==> src/rtl/ps2_pkg.sv <==
// Shared PS/2 host definitions: transmit FSM states, protocol constants and
// a helper for sizing saturating counters.
package ps2_pkg;

  typedef enum logic [2:0] {
    IDLE,
    INHIBIT,
    RTS,
    DATA,
    ACK,
    WAIT_IDLE
  } ps2_state_t;

  localparam int INHIBIT_US  = 100;
  localparam int FRAME_EDGES = 11;

  // Width holding 0..limit-1; never narrower than one bit.
  function automatic int cnt_width(input int limit);
    return (limit > 1) ? $clog2(limit) : 1;
  endfunction

endpackage

==> src/rtl/ps2_line_sync.sv <==
// Two-flop synchronizer for one raw PS/2 line plus a falling-edge strobe.
// Flops reset high so an idle bus does not produce a spurious edge after reset.
module ps2_line_sync (
  input  logic clk_sys,
  input  logic reset_n,
  input  logic line_in,
  output logic line_sync,
  output logic fall
);

  logic meta_q;
  logic sync_q;
  logic prev_q;

  always_ff @(posedge clk_sys or negedge reset_n) begin
    if (!reset_n) begin
      meta_q <= 1'b1;
      sync_q <= 1'b1;
      prev_q <= 1'b1;
    end else begin
      meta_q <= line_in;
      sync_q <= meta_q;
      prev_q <= sync_q;
    end
  end

  assign line_sync = sync_q;
  assign fall      = prev_q & ~sync_q;

endmodule

==> src/rtl/ps2_host_tx.sv <==
// PS/2 host-to-device byte transmitter (inhibit, request-to-send, 11-edge frame, ACK).
// Define PS2_HOST_TX_TIMEOUT_EN to build the request-to-send-to-ACK watchdog.
module ps2_host_tx
  import ps2_pkg::*;
#(
  parameter int CLK_KHZ    = 52000,
  parameter int TIMEOUT_MS = 20
) (
  input  logic       clk_sys,
  input  logic       reset_n,
  input  logic [7:0] tx_data,
  input  logic       tx_valid,
  output logic       tx_ready,
  output logic       tx_done,
  output logic       tx_error,
  output logic       tx_busy,
  input  logic       ps2_clk_in,
  input  logic       ps2_dat_in,
  output logic       ps2_clk_oe,
  output logic       ps2_dat_oe
);

  localparam int INHIBIT_CYC = CLK_KHZ * INHIBIT_US / 1000;
  localparam int INH_W       = cnt_width(INHIBIT_CYC);
  localparam logic [INH_W-1:0] INH_LAST = INH_W'(INHIBIT_CYC - 1);
  localparam logic [3:0] PARITY_EDGE = 4'(FRAME_EDGES - 2);

  ps2_state_t       state, state_next;
  logic [3:0]       bit_cnt, bit_cnt_next;
  logic [INH_W-1:0] inh_cnt;
  logic [7:0]       data_q;
  logic             parity_q;
  logic             ack_ok_q, ack_ok_next;
  logic             done_q, done_next;
  logic             error_q, error_next;
  logic             load;
  logic             wd_expired;

  logic clk_sync, clk_fall;
  logic dat_sync, dat_fall_unused;

  ps2_line_sync u_clk_sync (
    .clk_sys   (clk_sys),
    .reset_n   (reset_n),
    .line_in   (ps2_clk_in),
    .line_sync (clk_sync),
    .fall      (clk_fall)
  );

  ps2_line_sync u_dat_sync (
    .clk_sys   (clk_sys),
    .reset_n   (reset_n),
    .line_in   (ps2_dat_in),
    .line_sync (dat_sync),
    .fall      (dat_fall_unused)
  );

`ifdef PS2_HOST_TX_TIMEOUT_EN
  localparam int WD_LIMIT = CLK_KHZ * TIMEOUT_MS;
  localparam int WD_W     = cnt_width(WD_LIMIT);
  localparam logic [WD_W-1:0] WD_LAST = WD_W'(WD_LIMIT - 1);

  logic [WD_W-1:0] wd_cnt;
  logic            wd_run;

  assign wd_run     = (state == RTS) || (state == DATA) || (state == ACK);
  assign wd_expired = wd_run && (wd_cnt == WD_LAST);

  always_ff @(posedge clk_sys or negedge reset_n) begin
    if (!reset_n) begin
      wd_cnt <= '0;
    end else if (!wd_run) begin
      wd_cnt <= '0;
    end else if (wd_cnt != WD_LAST) begin
      wd_cnt <= wd_cnt + 1'b1;
    end
  end
`else
  localparam int wd_limit_unused = CLK_KHZ * TIMEOUT_MS;
  assign wd_expired = 1'b0;
`endif

  always_ff @(posedge clk_sys or negedge reset_n) begin
    if (!reset_n) begin
      inh_cnt <= '0;
    end else if (state != INHIBIT) begin
      inh_cnt <= '0;
    end else if (inh_cnt != INH_LAST) begin
      inh_cnt <= inh_cnt + 1'b1;
    end
  end

  always_ff @(posedge clk_sys or negedge reset_n) begin
    if (!reset_n) begin
      data_q   <= '0;
      parity_q <= 1'b0;
    end else if (load) begin
      data_q   <= tx_data;
      parity_q <= ~^tx_data;
    end
  end

  always_ff @(posedge clk_sys or negedge reset_n) begin
    if (!reset_n) begin
      state    <= IDLE;
      bit_cnt  <= '0;
      ack_ok_q <= 1'b0;
      done_q   <= 1'b0;
      error_q  <= 1'b0;
    end else begin
      state    <= state_next;
      bit_cnt  <= bit_cnt_next;
      ack_ok_q <= ack_ok_next;
      done_q   <= done_next;
      error_q  <= error_next;
    end
  end

  // bit_cnt counts device falling edges seen in the frame; edge k drives bit k-1.
  always_comb begin
    state_next   = state;
    bit_cnt_next = bit_cnt;
    ack_ok_next  = ack_ok_q;
    done_next    = 1'b0;
    error_next   = 1'b0;
    load         = 1'b0;
    ps2_clk_oe   = 1'b0;
    ps2_dat_oe   = 1'b0;

    case (state)
      IDLE: begin
        bit_cnt_next = '0;
        if (tx_valid) begin
          load        = 1'b1;
          ack_ok_next = 1'b0;
          state_next  = INHIBIT;
        end
      end
      INHIBIT: begin
        ps2_clk_oe = 1'b1;
        if (inh_cnt == INH_LAST) state_next = RTS;
      end
      RTS: begin
        ps2_dat_oe = 1'b1;
        if (clk_fall) begin
          bit_cnt_next = 4'd1;
          state_next   = DATA;
        end
      end
      DATA: begin
        if (bit_cnt == PARITY_EDGE) ps2_dat_oe = ~parity_q;
        else                        ps2_dat_oe = ~data_q[3'(bit_cnt - 4'd1)];
        if (clk_fall) begin
          bit_cnt_next = bit_cnt + 4'd1;
          if (bit_cnt == PARITY_EDGE) state_next = ACK;
        end
      end
      ACK: begin
        if (clk_fall) begin
          bit_cnt_next = 4'(FRAME_EDGES);
          state_next   = WAIT_IDLE;
          if (dat_sync) error_next  = 1'b1;
          else          ack_ok_next = 1'b1;
        end
      end
      WAIT_IDLE: begin
        if (clk_sync && dat_sync) begin
          state_next = IDLE;
          done_next  = ack_ok_q;
        end
      end
      default: state_next = IDLE;
    endcase

    if (wd_expired) begin
      state_next = IDLE;
      error_next = 1'b1;
      done_next  = 1'b0;
    end
  end

  assign tx_ready = (state == IDLE);
  assign tx_busy  = (state != IDLE);
  assign tx_done  = done_q;
  assign tx_error = error_q;

endmodule

==> config.mk <==
export PLATFORM = sky130hd
export DESIGN_NAME = ps2_host_tx
export DESIGN_NICKNAME = d
export VERILOG_FILES = /design/src/rtl/ps2_pkg.sv /design/src/rtl/ps2_line_sync.sv /design/src/rtl/ps2_host_tx.sv
export SDC_FILE = /design/constraint.sdc
export NUM_CORES = 1
export LEC_CHECK = 0
export ABC_AREA = 1
export CAP_MARGIN = 20
export CORE_MARGIN = 10
export CORE_UTILIZATION = 55
export CTS_CLUSTER_DIAMETER = 100
export DETAILED_ROUTE_END_ITERATION = 6
export HOLD_SLACK_MARGIN = 0.02
export PLACE_DENSITY = 0.87
export SYNTH_ARGS = -nofsm -noshare
export SYNTH_HDL_FRONTEND = slang
export SYNTH_HIERARCHICAL = 1
export SYNTH_SLANG_ARGS = --single-unit
export TNS_END_PERCENT = 20
==> constraint.sdc <==
create_clock -name clk_sys -period 1.7 [get_ports clk_sys]
set_input_delay 0.255 -clock clk_sys [delete_from_list [all_inputs] [get_ports clk_sys]]
set_output_delay 0.255 -clock clk_sys [all_outputs]
set_load 0.005 [all_outputs]
### Yosys cells after proc, flatten, opt, wreduce, memory -nomap -nowiden

Index checks and enable logic that the tools add are counted.

* flip-flop bits (word level): 37
* bits of input ports: 13
* output and inout bits: 6

* add/sub/neg operators: 3
* $lt $le $gt $ge: 1
* eq/ne operators: 17
* multiplexer cells: 30
* bitwise operators: 4
* reductions and logical operators: 10

Operator list (number)
* $mux W13: 2
* $mux W3: 7
* $pmux W3 S6: 1
* $ne A2 B2 Y1 const B: 8
* $pmux W4 S4: 1
* $add A13 B1 Y13 const B: 1
* $eq A13 B13 Y1 const B: 1
* $mux W1: 13
* $ne A13 B13 Y1 const B: 1
* $mux W4: 3
* $reduce_and A4 Y1: 2
* $reduce_xnor A8 Y1: 1
* $reduce_and A7 Y1: 1
* $eq A3 B2 Y1 const B: 2
* $eq A3 B3 Y1 const B: 2
* $add A4 B1 Y4 const B: 1
* $eq A4 B4 Y1 const B: 1
* $lt A3 B4 Y1 const B: 1
* $pmux W1 S2: 2
* $reduce_bool A2 Y1: 2
* $reduce_bool A4 Y1: 1
* $bmux W1 S3: 1
* $eq A3 B1 Y1 const B: 1
* $logic_not A3 Y1: 1
* 6 further kinds: 8

### Depth between registers and ports, before layout

* depth after elaboration: 6
* depth in mapped cells: 9
* gate-level depth less buffers: 9

### By module

Netlist, hierarchy kept.

Modules (own cells, without submodules)
* ps2_host_tx: instances 1, cells each 267, area each 2001.9 um^2
* ps2_line_sync: instances 2, cells each 5, area each 88.8 um^2

### Worst setup path after synthesis

No wires, ideal clock.

* path kind: flip-flop to output port
* start: register bit_cnt[0]
* end: output port ps2_dat_oe
* arrival time: 1.280 ns
* required time: 1.445 ns
* path slack: 0.165 ns
* cell stages (with the launch flop): 9
* buffers on the path: 0
* cells stage by stage: dfrtp_1 inv_1 ha_1 inv_1 nand3_1 nand3_1 nand3_1 nand2_1 nand2_1

* longest elaborated chain between the ends: 6
* elaborated cells on any way between the ends: 7
* those cells by class: add/sub (1); eq/ne (1); mux (4); bitwise (1)

Ends and longest elaborated chain
* from (decl): line ps2_host_tx.sv:29 `logic [3:0] bit_cnt, bit_cnt_next;`
* from (signal assigned): line ps2_host_tx.sv:112 `bit_cnt <= bit_cnt_next;`
* $sub A3 B1 Y3: line ps2_host_tx.sv:152 `else ps2_dat_oe = ~data_q[3'(bit_cnt - 4'd1)];`
* $bmux W1 S3: line ps2_host_tx.sv:152
* $mux W1 (not written as such): line ps2_host_tx.sv:152
* $not A1 Y1: line ps2_host_tx.sv:152
* $mux W1 *: line ps2_host_tx.sv:151 `if (bit_cnt == PARITY_EDGE) ps2_dat_oe = ~parity_q;`
* $pmux W1 S2 *: line ps2_host_tx.sv:130 `case (state)`
* to (decl): line ps2_host_tx.sv:20 `output logic ps2_dat_oe`

Mark *: on every way between the ends. The rest lies on a longest branch, timed or not. The select of a mux whose other input is x is not followed.

### Worst setup path after layout

* start: register bit_cnt[1]
* end: output port ps2_dat_oe

Same word-level chain as after synthesis.

==> flow_summary_export.csv <==
group,metric,value,unit
clock_network,tritoncts,"built",
layout,antenna-diode-count,0,
flow_run,drv_cap,0,
detailed_routing,drcViolationCount,0,
worst_setup_path,endpoint_kind,"output pin",
synth,syn-num-nets,291,
worst_setup_path,worstPathArrival,1570,ps
sta,fmax,546,MHz
layout,fin_cells,361,
sta,finalMaxSlewViolations,0,
detailed_routing,routed_wl,4930,µm
power_and_ir_drop,power_density,1550,nW/µm²
sta,fin_ws,-130,ps
power_and_ir_drop,vdd_drop_max,749,µV
placed_design,io_buffers,18,
synth,syn_inst,274,
sta,max_slew.worst_pin.slew,324,ps
layout,drive_above_1_share,24.0,%
detailed_routing,drt_iter0_markers,216,
clock_network,numCtsBuffers,5,
placed_design,place_congestion,0.940,
synth,syn_avg_cell_area,7.82,µm²
synth,yosys_warnings,6,
power_and_ir_drop,finalPower,4.11,mW
worst_setup_path,cp_max_fo,2,
sta,setup_viol,1,
grt,grt_max_degree,38,
sta,min_period,1830,ps
placed_design,placed_cells,351,
floorplanning,die_y,82.4,µm
clock_network,cts_root_buf,"clkbuf_8",
detailed_routing,vias_per_cell,5.22,
grt,track_usage,15.7,%
grt,grt_pass1_wl,8310,µm
layout,nFillCells,268,
worst_hold_path,hold_class,"in -> async",
sta,grt_setup_unrepaired,"yes",
clock_network,hold_buffers,0,
layout,layout.nets,329,
floorplanning,die-width,82.4,µm
detailed_routing,antenna_left,0,
grt,grt.overflow.total,0,
worst_setup_path,cp.required,1440,ps
grt,first_global_vias,1892,
clock_network,clock_sinks,37,
clock_network,cts_buffer_depth,2,
grt,antenna_found_initial,0,
sta,skew,7.87,ps
clock_network,path_clk_slew,70,ps
detailed_routing,vias,1883,
detailed_routing,wl_per_cell,13.6,µm
clock_network,clkLatencyLatePin,300,ps
outcome,violations,"setup timing",
placed_design,dpl.hpwl,3460,µm
floorplanning,dieArea,6790,µm²
floorplanning,core-area,3720,µm²
floorplanning,start_util,57.7,%
outcome,outcome,"finished, violations left",
sta,finalHoldViolations,0,
sta,post-route-period-util,108,%
worst_setup_path,worstSetupPathType,"reg -> out",
power_and_ir_drop,power_leakage,1.29,nW
sta,max_slew_margin,78.4,%
detailed_routing,firstDrtPassIters,4,
worst_setup_path,startpoint_type,"flop",
floorplanning,io_pins,19,
layout,area_delta_synth_final,23.9,%
floorplanning,core.rowCount,22,
clock_network,ctsHtreeMaxLevel,2,
synth,syn_area,2140,µm²
==> routing by layer <==
| layer | vias up | global-route usage [%] | part of all wire, % |
|---|---|---|---|
| met2 | 60 | 25.7 | 50 |
| met5 | - | 0 | 0 |
| met4 | 0 | 7.48 | 3.3 |
| met1 | 866 | 18.4 | 42 |
| met3 | 17 | 4.86 | 4.6 |
| li1 | 940 | - | - |
==> path summary, 6_finish.rpt <==
check                                   from                   end  slack, ps  cells past startpoint
setup / recovery                  bit_cnt[1]            ps2_dat_oe       -130                      9
hold / removal                       reset_n           inh_cnt[10]        330                      2
setup reg to reg                  bit_cnt[1]              state[1]         10                     12
hold reg to reg            u_clk_sync/meta_q  u_clk_sync/line_sync        360                      0
max in group asynchronous            reset_n     u_clk_sync/prev_q       1130                      2
min in group clk_sys       u_clk_sync/meta_q  u_clk_sync/line_sync        360                      0
==> layout by cell type (no fill, tap or decap), types with 9 or more instances in the layout <==
master	n
clkdlybuf4s50_1	14
nor2_1	16
buf_4	14
nand2_1	81
inv_1	36
o21ai_0	14
nand3_2	9
nand3_1	11
nor2_2	9
dfrtp_1	32
==> critical path: stages (launching register included) <==
cell and delay (ps):
dfrtp_1 410, inv_2 90, buf_4 110, ha_2 160, nand3_2 120, nand2_2 80
o21ai_0 70, nand2_1 70, nand2_1 40, buf_2 120
==> power by group <==
group | internal [mW] | switching [mW]
logic | 0.970 | 1.29
clock network | 0.290 | 0.309
registers | 1.11 | 0.146
total | 2.36 | 1.75
==> state kept, by name, summed over array words and instances (netlist names) <==
register              flops
u_dat_sync/meta_q         1
u_clk_sync/meta_q         1
inh_cnt                  13
ack_ok_q                  1
tx_error                  1
parity_q                  1
bit_cnt                   4
u_dat_sync/line_sync      1
u_clk_sync/line_sync      1
state                     3
u_clk_sync/prev_q         1
tx_done                   1
data_q                    8
==> stage by stage <==
step / setup TNS, ps / hold WS (ps) / util [%] / setup WS (ps) / cell area, µm²
after floorplan: 0 / -40.6 / - / 165 / 2140
after detailed placement: -231 / 347 / 66.5 / -231 / 2470
after global placement: -134 / 346 / 66.5 / -134 / 2470
after CTS: -60.2 / 334 / 69.7 / -60.2 / 2590
final: -130 / 327 / 71.5 / -130 / 2660
after global routing: -341 / 353 / 71.5 / -201 / 2660
==> timing repair <==
| action | CTS | global route |
|---|---|---|
| endpoints found under the setup margin | 4 | 1 |
| gates cloned | 0 | 0 |
| pin swaps | 4 | 6 |
| gates resized for setup | 20 | 11 |
| setup buffers | 0 | 2 |
==> layout make-up <==
type | count | area, µm² | area share, %
Tap cell | 48 | 60.1 | 2.26
Clock inverter | 1 | 7.51 | 0.283
Sequential cell | 37 | 932 | 35.1
Timing Repair Buffer | 36 | 330 | 12.4
Inverter | 42 | 168 | 6.31
Clock buffer | 7 | 76.3 | 2.87
Multi-Input combinational cell | 190 | 1080 | 40.7
Note: power is estimated with default switching activity, not from simulation.
